`src/rtl/async_fifo_pkg.sv`:
```
// Shared types, parameter bounds and helpers for the async_fifo read-side stream adapter.
package async_fifo_pkg;

  localparam int RD_LATENCY_MIN = 1;
  localparam int RD_LATENCY_MAX = 2;

  typedef logic [31:0] stat_cnt_t;

  // Width needed to hold an occupancy count of 0..depth inclusive.
  function automatic int clog2_level(input int depth);
    return $clog2(depth + 1);
  endfunction

  function automatic stat_cnt_t sat_inc(input stat_cnt_t cnt, input logic en);
    return (en && (cnt != '1)) ? cnt + 32'd1 : cnt;
  endfunction

endpackage

```
`src/rtl/async_fifo_rd_stream_buf.sv`:
```
// Circular output buffer for async_fifo_rd_stream: push at tail, pop at head, occupancy level.
module stream_buf
  import async_fifo_pkg::*;
#(
  parameter int DATA_WIDTH = 8,
  parameter int DEPTH      = 2
) (
  input  logic                          clk,
  input  logic                          rst,
  input  logic                          push,
  input  logic [DATA_WIDTH-1:0]         push_data,
  input  logic                          pop,
  output logic [DATA_WIDTH-1:0]         head,
  output logic [clog2_level(DEPTH)-1:0] level
);

  localparam int PW = (DEPTH > 1) ? $clog2(DEPTH) : 1;
  localparam int LW = clog2_level(DEPTH);
  typedef logic [PW-1:0] ptr_t;

  logic [DATA_WIDTH-1:0] mem_q [DEPTH];
  logic [DATA_WIDTH-1:0] mem_d [DEPTH];
  ptr_t                  wr_ptr_q, wr_ptr_d;
  ptr_t                  rd_ptr_q, rd_ptr_d;
  logic [LW-1:0]         level_q, level_d;

  // Explicit wrap compare so DEPTH need not be a power of two.
  function automatic ptr_t ptr_inc(input ptr_t p);
    return (p == ptr_t'(DEPTH - 1)) ? '0 : p + ptr_t'(1);
  endfunction

  always_comb begin
    // NOTE: every always_comb output gets a default first, so no path can infer a latch.
    mem_d    = mem_q;
    wr_ptr_d = wr_ptr_q;
    rd_ptr_d = rd_ptr_q;
    level_d  = level_q + LW'(push) - LW'(pop);
    if (push) begin
      mem_d[wr_ptr_q] = push_data;
      wr_ptr_d        = ptr_inc(wr_ptr_q);
    end
    if (pop) begin
      rd_ptr_d = ptr_inc(rd_ptr_q);
    end
  end

  // NOTE: state updates use non-blocking assignments so all flops sample pre-edge values.
  always_ff @(posedge clk or posedge rst) begin
    if (rst) begin
      // NOTE: this storage is a handful of flops and is reset so m_data reads 0 during reset; large RAMs would not be.
      mem_q    <= '{default: '0};
      wr_ptr_q <= '0;
      rd_ptr_q <= '0;
      level_q  <= '0;
    end else begin
      mem_q    <= mem_d;
      wr_ptr_q <= wr_ptr_d;
      rd_ptr_q <= rd_ptr_d;
      level_q  <= level_d;
    end
  end

  assign head  = mem_q[rd_ptr_q];
  assign level = level_q;

`ifndef SYNTHESIS
  a_overflow : assert property (@(posedge clk) disable iff (rst)
    !(push && !pop && (level_q == LW'(DEPTH))));
  a_underflow : assert property (@(posedge clk) disable iff (rst)
    !(pop && (level_q == '0)));
`endif

endmodule

```
`src/rtl/async_fifo_rd_stream.sv`:
```
// Read-side adapter turning async_fifo rd_en/rd_data/empty into a credit-managed valid/ready stream.
// Optional stats counters are enabled by defining ASYNC_FIFO_RD_STREAM_STATS_EN.
module async_fifo_rd_stream
  import async_fifo_pkg::*;
#(
  parameter int DATA_WIDTH = 8,
  parameter int RD_LATENCY = 1,
  parameter int BUF_DEPTH  = RD_LATENCY + 1
) (
  input  logic                              clk,
  input  logic                              rst,
  input  logic                              fifo_empty,
  output logic                              fifo_rd_en,
  input  logic [DATA_WIDTH-1:0]             fifo_rd_data,
  output logic                              m_valid,
  input  logic                              m_ready,
  output logic [DATA_WIDTH-1:0]             m_data,
  output logic [clog2_level(BUF_DEPTH)-1:0] buf_level
`ifdef ASYNC_FIFO_RD_STREAM_STATS_EN
  ,
  output stat_cnt_t                         stat_beats,
  output stat_cnt_t                         stat_starve,
  output stat_cnt_t                         stat_stall
`endif
);

  localparam int LW = clog2_level(BUF_DEPTH);
  localparam int CW = LW + 2;

  if ((RD_LATENCY < RD_LATENCY_MIN) || (RD_LATENCY > RD_LATENCY_MAX)) begin : g_bad_latency
    $error("async_fifo_rd_stream: RD_LATENCY must be 1..2");
  end
  if (BUF_DEPTH < RD_LATENCY + 1) begin : g_bad_depth
    $error("async_fifo_rd_stream: BUF_DEPTH must be >= RD_LATENCY+1");
  end

  logic [RD_LATENCY-1:0] infl_q, infl_d;
  logic [CW-1:0]         infl_cnt;
  logic [CW-1:0]         occupancy;
  logic                  push, pop, credit_ok;

  always_comb begin
    infl_cnt = '0;
    for (int i = 0; i < RD_LATENCY; i++) begin
      infl_cnt = infl_cnt + CW'(infl_q[i]);
    end
    pop       = m_valid && m_ready;
    push      = infl_q[RD_LATENCY-1];
    occupancy = CW'(buf_level) + infl_cnt;
    // level + inflight - pop < DEPTH, rearranged so nothing can underflow.
    credit_ok  = occupancy < (CW'(BUF_DEPTH) + CW'(pop));
    fifo_rd_en = !rst && !fifo_empty && credit_ok;
    infl_d     = RD_LATENCY'({infl_q, fifo_rd_en});
  end

  always_ff @(posedge clk or posedge rst) begin
    if (rst) begin
      infl_q <= '0;
    end else begin
      infl_q <= infl_d;
    end
  end

  stream_buf #(
    .DATA_WIDTH (DATA_WIDTH),
    .DEPTH      (BUF_DEPTH)
  ) u_buf (
    .clk       (clk),
    .rst       (rst),
    .push      (push),
    .push_data (fifo_rd_data),
    .pop       (pop),
    .head      (m_data),
    .level     (buf_level)
  );

  assign m_valid = (buf_level != '0);

`ifdef ASYNC_FIFO_RD_STREAM_STATS_EN
  stat_cnt_t beats_q, beats_d;
  stat_cnt_t starve_q, starve_d;
  stat_cnt_t stall_q, stall_d;

  always_comb begin
    beats_d  = sat_inc(beats_q, pop);
    starve_d = sat_inc(starve_q, m_ready && !m_valid);
    stall_d  = sat_inc(stall_q, m_valid && !m_ready);
  end

  always_ff @(posedge clk or posedge rst) begin
    if (rst) begin
      beats_q  <= '0;
      starve_q <= '0;
      stall_q  <= '0;
    end else begin
      beats_q  <= beats_d;
      starve_q <= starve_d;
      stall_q  <= stall_d;
    end
  end

  assign stat_beats  = beats_q;
  assign stat_starve = starve_q;
  assign stat_stall  = stall_q;
`endif

`ifndef SYNTHESIS
  a_rd_when_empty : assert property (@(posedge clk) disable iff (rst)
    !(fifo_rd_en && fifo_empty));
  a_hold_stable : assert property (@(posedge clk) disable iff (rst)
    (m_valid && !m_ready) |=> (m_valid && $stable(m_data)));
`endif

endmodule

```
`config.mk`:
```
export PLATFORM = sky130hd
export DESIGN_NAME = async_fifo_rd_stream
export DESIGN_NICKNAME = d
export VERILOG_FILES = /design/src/rtl/async_fifo_pkg.sv /design/src/rtl/async_fifo_rd_stream_buf.sv /design/src/rtl/async_fifo_rd_stream.sv
export SDC_FILE = /design/constraint.sdc
export NUM_CORES = 1
export LEC_CHECK = 0
export CORE_MARGIN = 5
export CORE_UTILIZATION = 51
export DETAILED_ROUTE_END_ITERATION = 12
export DONT_BUFFER_PORTS = 1
export PLACE_DENSITY = 0.66
export SYNTH_ARGS = -nofsm -noshare
export SYNTH_HDL_FRONTEND = slang
export SYNTH_SLANG_ARGS = --single-unit
```
`constraint.sdc`:
```
create_clock -name clk -period 3 [get_ports clk]
set_input_delay 0.3 -clock clk [delete_from_list [all_inputs] [get_ports clk]]
set_output_delay 0.3 -clock clk [all_outputs]
set_load 0.02 [all_outputs]
```
==> flow_results.org, run 1 <==
** Timing
- Setup repair after global routing left no endpoint under its margin.
- Total count of hold-check failures in the final report :: 0
- Setup-violating endpoint count in the final report :: 0
- Max Transition Viols Final :: 0
- Of the available clock period, the critical path in the final layout requires 71.59%.
- For the final database, setup skew stands at 0.001747 ns.
- Headroom to the max-slew limit came out at 50.57%.
- In the final timing run, aggregate negative setup slack is 0 ns.
- Based on the critical path, the design can be clocked at up to 465.6 MHz.
- For the pin with the worst max-slew slack, the measured transition is 0.7407 ns.
- Counting I/O delays and the setup requirement, the final critical path takes 2.148 ns.

** Placed design
- # placed instances :: 91
- Routability-driven placement finished with a final weighted congestion of 0.7692.
- Buffers added on ports :: 0
- Post-DP HPWL :: 1094 um

** Yosys
- During synthesis, Yosys emitted a total of 0 warnings.
- Number of storage elements in the synthesis netlist :: 21
- The biggest area contributor in the post-synthesis netlist is sky130_fd_sc_hd__dfrtp_1.
- Net count after synthesis :: 81
- For this run, the register share of the synthesized area comes to 53.30%.
- Synthesis produced a netlist whose cell count is 65.
- The synthesized netlist occupies a cell area of 985.9 um^2.
- After synthesis, the cell types taking the most area are sky130_fd_sc_hd__dfrtp_1 53%, sky130_fd_sc_hd__mux2_2 18%, sky130_fd_sc_hd__mux2_4 12%.
- Each instance of the synthesized netlist takes up on average 15.17 um^2.
- Count of different cell masters after synthesis :: 15
- Proportion of netlist area held by the largest area contributor :: 53.30%

** Floorplan
- Io pins :: 24
- Die Wd :: 53.97 um
- Initial Util :: 51.84%
- The die covers 0.002913 mm^2.
- The core region is 0.001902 mm^2.
- Number of standard-cell rows in the floorplan :: 16
- Measured along the y axis, the die boundary spans 53.97 um.

** Critical path
- Among the stages of the critical path, the cell type that occurs most often is sky130_fd_sc_hd__ha_1.
- Grouping stages by cell kind, the critical path spends the most delay in flip-flops.
- Crit path cell chain :: ha_1, ha_1, o21ai_0, nor4b_1, buf_4
- Critical Path End Type :: output pin
- Flop2flop setup slack :: 1.32 ns
- For the worst setup path, the data arrival time is 1.85 ns.
- Delay of the slowest critical-path stage :: 0.52 ns
- The critical path is of the reg -> out type.
- Startpoint type of the worst setup path :: register
- Counting both buffers and inverters, the worst setup path holds a total of 1.
- At the worst endpoint, the required time is 2.70 ns.
- For this design, the slowest cell found on the critical path is sky130_fd_sc_hd__dfrtp_1.
- Worst-path maximum fanout :: 5

** Clock tree
- Clock Latency Late Sink :: 0.29 ns
- H-Tree Level Count :: 1
- In this run, CTS created clock tree buffers numbering 3.
- Post_cts resized :: 0
- After clock tree synthesis, the clock-pin slew on the worst setup and hold paths is 0.11 ns.
- TritonCTS built the clock tree.
- The number of hold buffers added after CTS was 0.
- In this run the clock root is driven by a sky130_fd_sc_hd__clkbuf_4.
- The tree built by TritonCTS fans out to 21 sinks.
- Number of buffers inserted to repair setup after CTS :: 0
- No sink is reached through more buffers than the 2 on the longest clock path.

** Global routing
- Entering global routing, the biggest net connects 22 pins.
- For this run, the total global-route usage over all layers was measured as 13.13%.
- For met1 alone, demand over resource in global routing was 17.04%.
- The number of antenna violations at the first check in global routing is 0.
- Total global routing overflow :: 0
- Most used routing layer :: met2
- Met2 Resource Use GR :: 19.35%
- Met3 routing resource usage after global routing :: 6.371%
- Wire length of the first global-routing pass :: 2663 um
- The via count of the first global-routing pass is 538.

** Layout
- Count of nets after finishing :: 85
- In the layout the commonest cells are 21 x sky130_fd_sc_hd__dfrtp_1, 16 x sky130_fd_sc_hd__mux2_2, 8 x sky130_fd_sc_hd__mux2_4, 4 x sky130_fd_sc_hd__inv_1, 4 x sky130_fd_sc_hd__ha_1.
- From synthesis to final layout, the design area changed by 5.203%.
- Multi-input combinational cell area :: 429.2 um^2
- 0 antenna diodes ended up in the layout.
- Fraction of layout cells with a size suffix above 1 :: 47.06%
- Across the whole layout, storage elements account for 525.5 um^2.
- Once layout is complete, the cells apart from fillers number 95.
- Counting the fill cells in the layout gives 166.
- Leaving out fill and tap cells, the most frequent cell in the layout is sky130_fd_sc_hd__dfrtp_1.

** Pwr
- In this run the power density over the cells is 1177 mW/mm^2.
- Max IR drop VDD :: 537.2 uV
- For this design the static power due to leakage is 0.4691 nW.

** Routing
- The detail route stage leaves a number of antenna-violating nets equal to 0.
- After the first detailed-routing iteration, the DRC count stood at 4.
- Vias after detailed routing :: 488
- Post-detailed-route wirelength per cell :: 16.15 um
- Final wirelength :: 1534 um
- Number of design rule violations left after detail routing :: 0
- The first detailed-routing pass took 4 iterations.
- In the routed layout, each cell is associated on average with a via count of 5.137.

** Run status
- The flow ran to the end, and the final reports show no timing, DRC or antenna violations.

** Worst hold path
- Class of the worst hold path :: in -> async

** Run
- The tool flagged a number of max-cap violations equal to 0.
[sequential cells by signal (all words and copies together) (netlist names)]
register,cells
u_buf.mem_q,16
u_buf.level,2
infl_q,1
u_buf.wr_ptr_q,1
u_buf.rd_ptr_q,1
[cells in the mapped netlist (all sizes together)]
master and count:
o21ai 2, xnor2 3, xor2 1, nor4b 1
ha 4, nor2b 1, dfrtp 21, inv 4
or2 1, mux2 24, buf 2, nand2 1
[through the flow]
step / worst slack, ns / power [mW] / utilization [%] / hold slack, ns / cell area [um^2]
global route: 0.6913 / 1.312 / 54.54 / 0.06590 / 1037
CTS: 0.8220 / 1.234 / 54.54 / 0.03763 / 1037
finish: 0.8523 / 1.220 / 54.54 / 0.007282 / 1037
global placement: 1.215 / 1.084 / 53.16 / 0.3740 / 1011
detailed placement: 1.159 / 1.104 / 53.16 / 0.3605 / 1011
floorplan: 0.8885 / 1.024 / - / 0.2765 / 985.9
[where the power goes]
group / switching, mW / internal [mW] / total (mW) / leakage (nW)
logic: 0.251 / 0.279 / 0.530 / 0.205
registers: 0.134 / 0.425 / 0.559 / 0.249
clock network: 0.0794 / 0.0517 / 0.131 / 0.0150
[worst paths after layout]
path / from / endpoint / cells after the start
min in group clk: fifo_rd_data[2] / u_buf.mem_q[10]$_DFFE_PP0P_ / 1
worst max register to register: u_buf.level[1]$_DFF_PP0_ / u_buf.level[1]$_DFF_PP0_ / 7
worst min register to register: u_buf.mem_q[7]$_DFFE_PP0P_ / u_buf.mem_q[7]$_DFFE_PP0P_ / 1
worst max-delay path: u_buf.level[0]$_DFF_PP0_ / fifo_rd_en / 5
worst min-delay path: rst / u_buf.level[0]$_DFF_PP0_ / 1
max in group asynchronous: rst / u_buf.mem_q[15]$_DFFE_PP0P_ / 1
[area by class of cell]
cell class | count | share of cell area, %
Tap cell | 27 | 3.257
Timing Repair Buffer | 1 | 0.7238
Multi-Input combinational cell | 38 | 41.38
Sequential cell | 21 | 50.66
Clock buffer | 4 | 2.533
Inverter | 4 | 1.448
[per-layer routing]
layer / vias to the layer above / routed length, um
li1: 232 / -
met5: - / 0
met3: 2 / 83
met4: 0 / 12
met1: 243 / 737
met2: 11 / 699
[logic make-up after synthesis]
logic type / Yosys count / share of synthesized area [%]
multiplexers: 24 / 30.46
flip-flops: 21 / 53.30
buffers and inverters: 6 / 3.172
XOR/XNOR: 4 / 3.554
adder cells (fa/ha/maj): 4 / 5.076
AND/OR/NAND/NOR: 4 / 3.047
AO/OA/AOI/OAI: 2 / 1.396
No activity file was read; power rests on OpenSTA's default activity.
==> run 2, diff against run 1 <==
Clock period 3 ns to 2.05 ns, I/O delays scaled along.
==> run 2 against run 1 <==
  * Register-to-register slack worse by 0.96 ns
  * Non-clock buffer count up 3
  * Power up 49%
  * Hold slack better by 0.044 ns
  * Critical path depth unchanged
  * Die area unchanged
  * Combinational power up 51%
  * Largest cell class unchanged
==> flow_results.org, run 2 (synthesis results as in run 1) <==
** Pwr
- The overall power came to 1.819 mW (+49%).
- Leakage dissipation :: 0.4842 nW (+3.2%)
- The total power per unit cell area came to 1681 mW/mm^2 (+43%).
- Max IR drop VDD :: 821.4 uV (+53%)

** Global routing
- Overall fraction of global-route tracks in use :: 13.72% (+0.59 points)
- The overall overflow remaining after global route came to 0 (unchanged).
- The via count of the first global-routing pass was 542 (+0.74%).
- The largest net degree at the start of global routing came to 22 (unchanged).
- Antenna violations before repair :: 0 (unchanged)
- Wire length of the first global-routing pass :: 2760 um (+3.6%)

** Layout
- Fraction of layout cells with a size suffix above 1 :: 52.11% (+5.1 points)
- Most used cells in the layout excluding fill and tap cells :: 20 x sky130_fd_sc_hd__dfrtp_1, 16 x sky130_fd_sc_hd__mux2_2, 8 x sky130_fd_sc_hd__mux2_4, 4 x sky130_fd_sc_hd__inv_1
- The library cell used most frequently in the layout, excluding fill and tap cells, is sky130_fd_sc_hd__dfrtp_1.
- Count of nets after finishing :: 88 (+3.5%)
- P&R area growth vs syn :: 9.772%
- Final std cells w/o fill :: 98 (+3.2%)
- Number of flip-flops in the largest register :: 16 (unchanged)
- Largest register by flop count :: u_buf.mem_q
- The number of inserted diodes was 0 (unchanged).

** Floorplan
- The number of cell rows is 16 (unchanged).
- Io pins :: 24 (unchanged)
- The placeable core region is 0.001902 mm^2 (unchanged).
- Initial Util :: 51.84% (unchanged)
- Floorplan die area :: 0.002913 mm^2 (unchanged)
- The horizontal die dimension came to 53.97 um (unchanged).
- Die height :: 53.97 um (unchanged)

** Timing
- Max Transition Viols Final :: 0 (unchanged)
- Highest clock rate :: 520.1 MHz
- Dividing the final minimum period by the clock period gives 93.79%.
- Counting I/O delays and the setup requirement, the final critical path takes 1.923 ns.
- Transition time at the pin with the least slew margin :: 0.7540 ns (+0.01338 ns)
- The summed negative setup slack over all endpoints came to 0 ns (unchanged).
- Total count of hold-check failures in the final report :: 0 (unchanged)
- Setup repair after global routing left no endpoint under its margin.
- Worst rel slew slack :: 49.67% (-0.89 points)
- Post-route clock skew :: 0.001766 ns (+0.00001943 ns)
- Setup-violating endpoint count in the final report :: 0 (unchanged)

** Routing
- The vias per cell came to 5.122 (-0.28%).
- Post-detailed-route wirelength per cell :: 16.65 um (+3.1%)
- Vias after detailed routing :: 502 (+2.9%)
- The number of iterations in the first detailed-routing pass is 4 (unchanged).
- Final wirelength :: 1632 um (+6.4%)
- The count of nets left with antenna violations after detail routing is 0 (unchanged).
- The number of DRC markers after the initial detailed-route iteration was 6 (+2).
- The number of DRC violations after detailed routing is 0 (unchanged).

** Critical path
- CP Class :: reg -> out
- Worst-path maximum fanout :: 5 (unchanged)
- Delay of the slowest critical-path stage :: 0.50 ns (-0.02 ns)
- The required time reported for the critical path endpoint is 1.85 ns (-0.85 ns).
- Startpoint type of the worst setup path :: register
- STA classifies the critical path endpoint as an output pin.
- The data arrival time at the worst-slack endpoint was 1.72 ns (-0.13 ns).
- Slowest library cell on the worst path :: sky130_fd_sc_hd__dfrtp_2
- Crit path cell chain :: ha_4, ha_1, o21ai_0, nor4b_2, buf_4

** Clock tree
- The largest buffer count on any clock path was 2 (unchanged).
- TritonCTS clock tree :: done
- H-Tree Level Count :: 1 (unchanged)
- CTS buffer count :: 3 (unchanged)
- CTS root buffer :: sky130_fd_sc_hd__clkbuf_4
- The sink count of the clock tree is 21 (unchanged).
- Clock slew seen by the registers of the worst setup and hold paths :: 0.11 ns (about the same)
- The clock insertion delay at the later pin of the skew report is 0.29 ns (about the same).

** Placed design
- Buffers added on ports :: 0 (unchanged)
- The routability congestion estimate from global placement is 0.7708 (+0.21%).
- # placed instances :: 93 (+2.2%)
- The final HPWL from detailed placement is 1220 um (+11%).

** Run status
- The flow ran to the end, and the final reports show no timing, DRC or antenna violations.

** Worst hold path
- In this run the worst hold path is classified as in -> reg.

** Run
- The max-cap violation count was 0 (unchanged).
## run 2: changes by cell type in the layout (fill, tap and decap cells not counted), sizes merged
| cell | previous run | this run |
|---|---|---|
| dlygate4sd3 | 0 | 1 |
| buf | 1 | 3 |
## run 2: worst max-delay path, delay by kind of cell, from the launching register on
kind	cells	cell delay, ns
AO/OA/AOI/OAI	1	0.08
flip-flops	1	0.50
buffers and inverters	1	0.18
adder cells (fa/ha/maj)	2	0.44
AND/OR/NAND/NOR	1	0.22
## run 2: metal layers
| layer | global-route usage (%) | part of all wire (%) | up-vias |
|---|---|---|---|
| li1 | - | - | 236 |
| met1 | 19.16 | 46 | 255 |
| met2 | 19.76 | 49 | 9 |
| met3 | 3.601 | 4.5 | 2 |
| met4 | 6.224 | 0.74 | 0 |
| met5 | 0 | 0 | - |
## run 2: power breakdown
part	internal, mW	total, mW	switching, mW
clock network	0.0756	0.190	0.114
registers	0.625	0.827	0.203
logic	0.426	0.802	0.376
total	1.13	1.82	0.693
## run 2: final cells by class
class,count,area (um^2)
sequential,21,526.8
tap,27,33.78
clock buffer,4,26.28
fill,152,819.5
timing repair buffer,4,32.53
inverter,4,15.01
multi-input combinational,38,447.9
## run 2: final timing paths
path | start | end | slack (ns) | cells past startpoint
setup / recovery | u_buf.level[0]$_DFF_PP0_ | fifo_rd_en | 0.13 | 5
hold / removal | fifo_rd_data[4] | u_buf.mem_q[12]$_DFFE_PP0P_ | 0.05 | 1
hold reg to reg | u_buf.mem_q[6]$_DFFE_PP0P_ | u_buf.mem_q[6]$_DFFE_PP0P_ | 0.52 | 1
setup reg to reg | u_buf.level[1]$_DFF_PP0_ | u_buf.level[1]$_DFF_PP0_ | 0.36 | 7
max in group asynchronous | rst | u_buf.level[0]$_DFF_PP0_ | 1.04 | 2
min in group asynchronous | rst | u_buf.mem_q[10]$_DFFE_PP0P_ | 0.49 | 2
## run 2: what timing repair did
| action | 4_1_cts | 5_1_grt |
|---|---|---|
| hold buffers | 1 | 0 |
| setup endpoints to repair | 1 | 1 |
| resized for setup | 1 | 3 |
| setup buffers | 0 | 0 |
| hold endpoints to repair | 21 | 0 |
| gates cloned | 0 | 0 |
## run 2: per-stage QoR
step	hold WS [ns]	setup slack, ns	instance area, um^2	utilization, %
final	0.05088	0.1273	1082	56.91
after global routing	0.02445	0.02612	1082	56.91
after CTS	0.04108	0.003740	1064	55.92
after detailed placement	0.2681	0.2960	1026	53.95
after global placement	0.2728	0.3611	1026	53.95
after floorplan	0.1815	0.02844	985.9	-
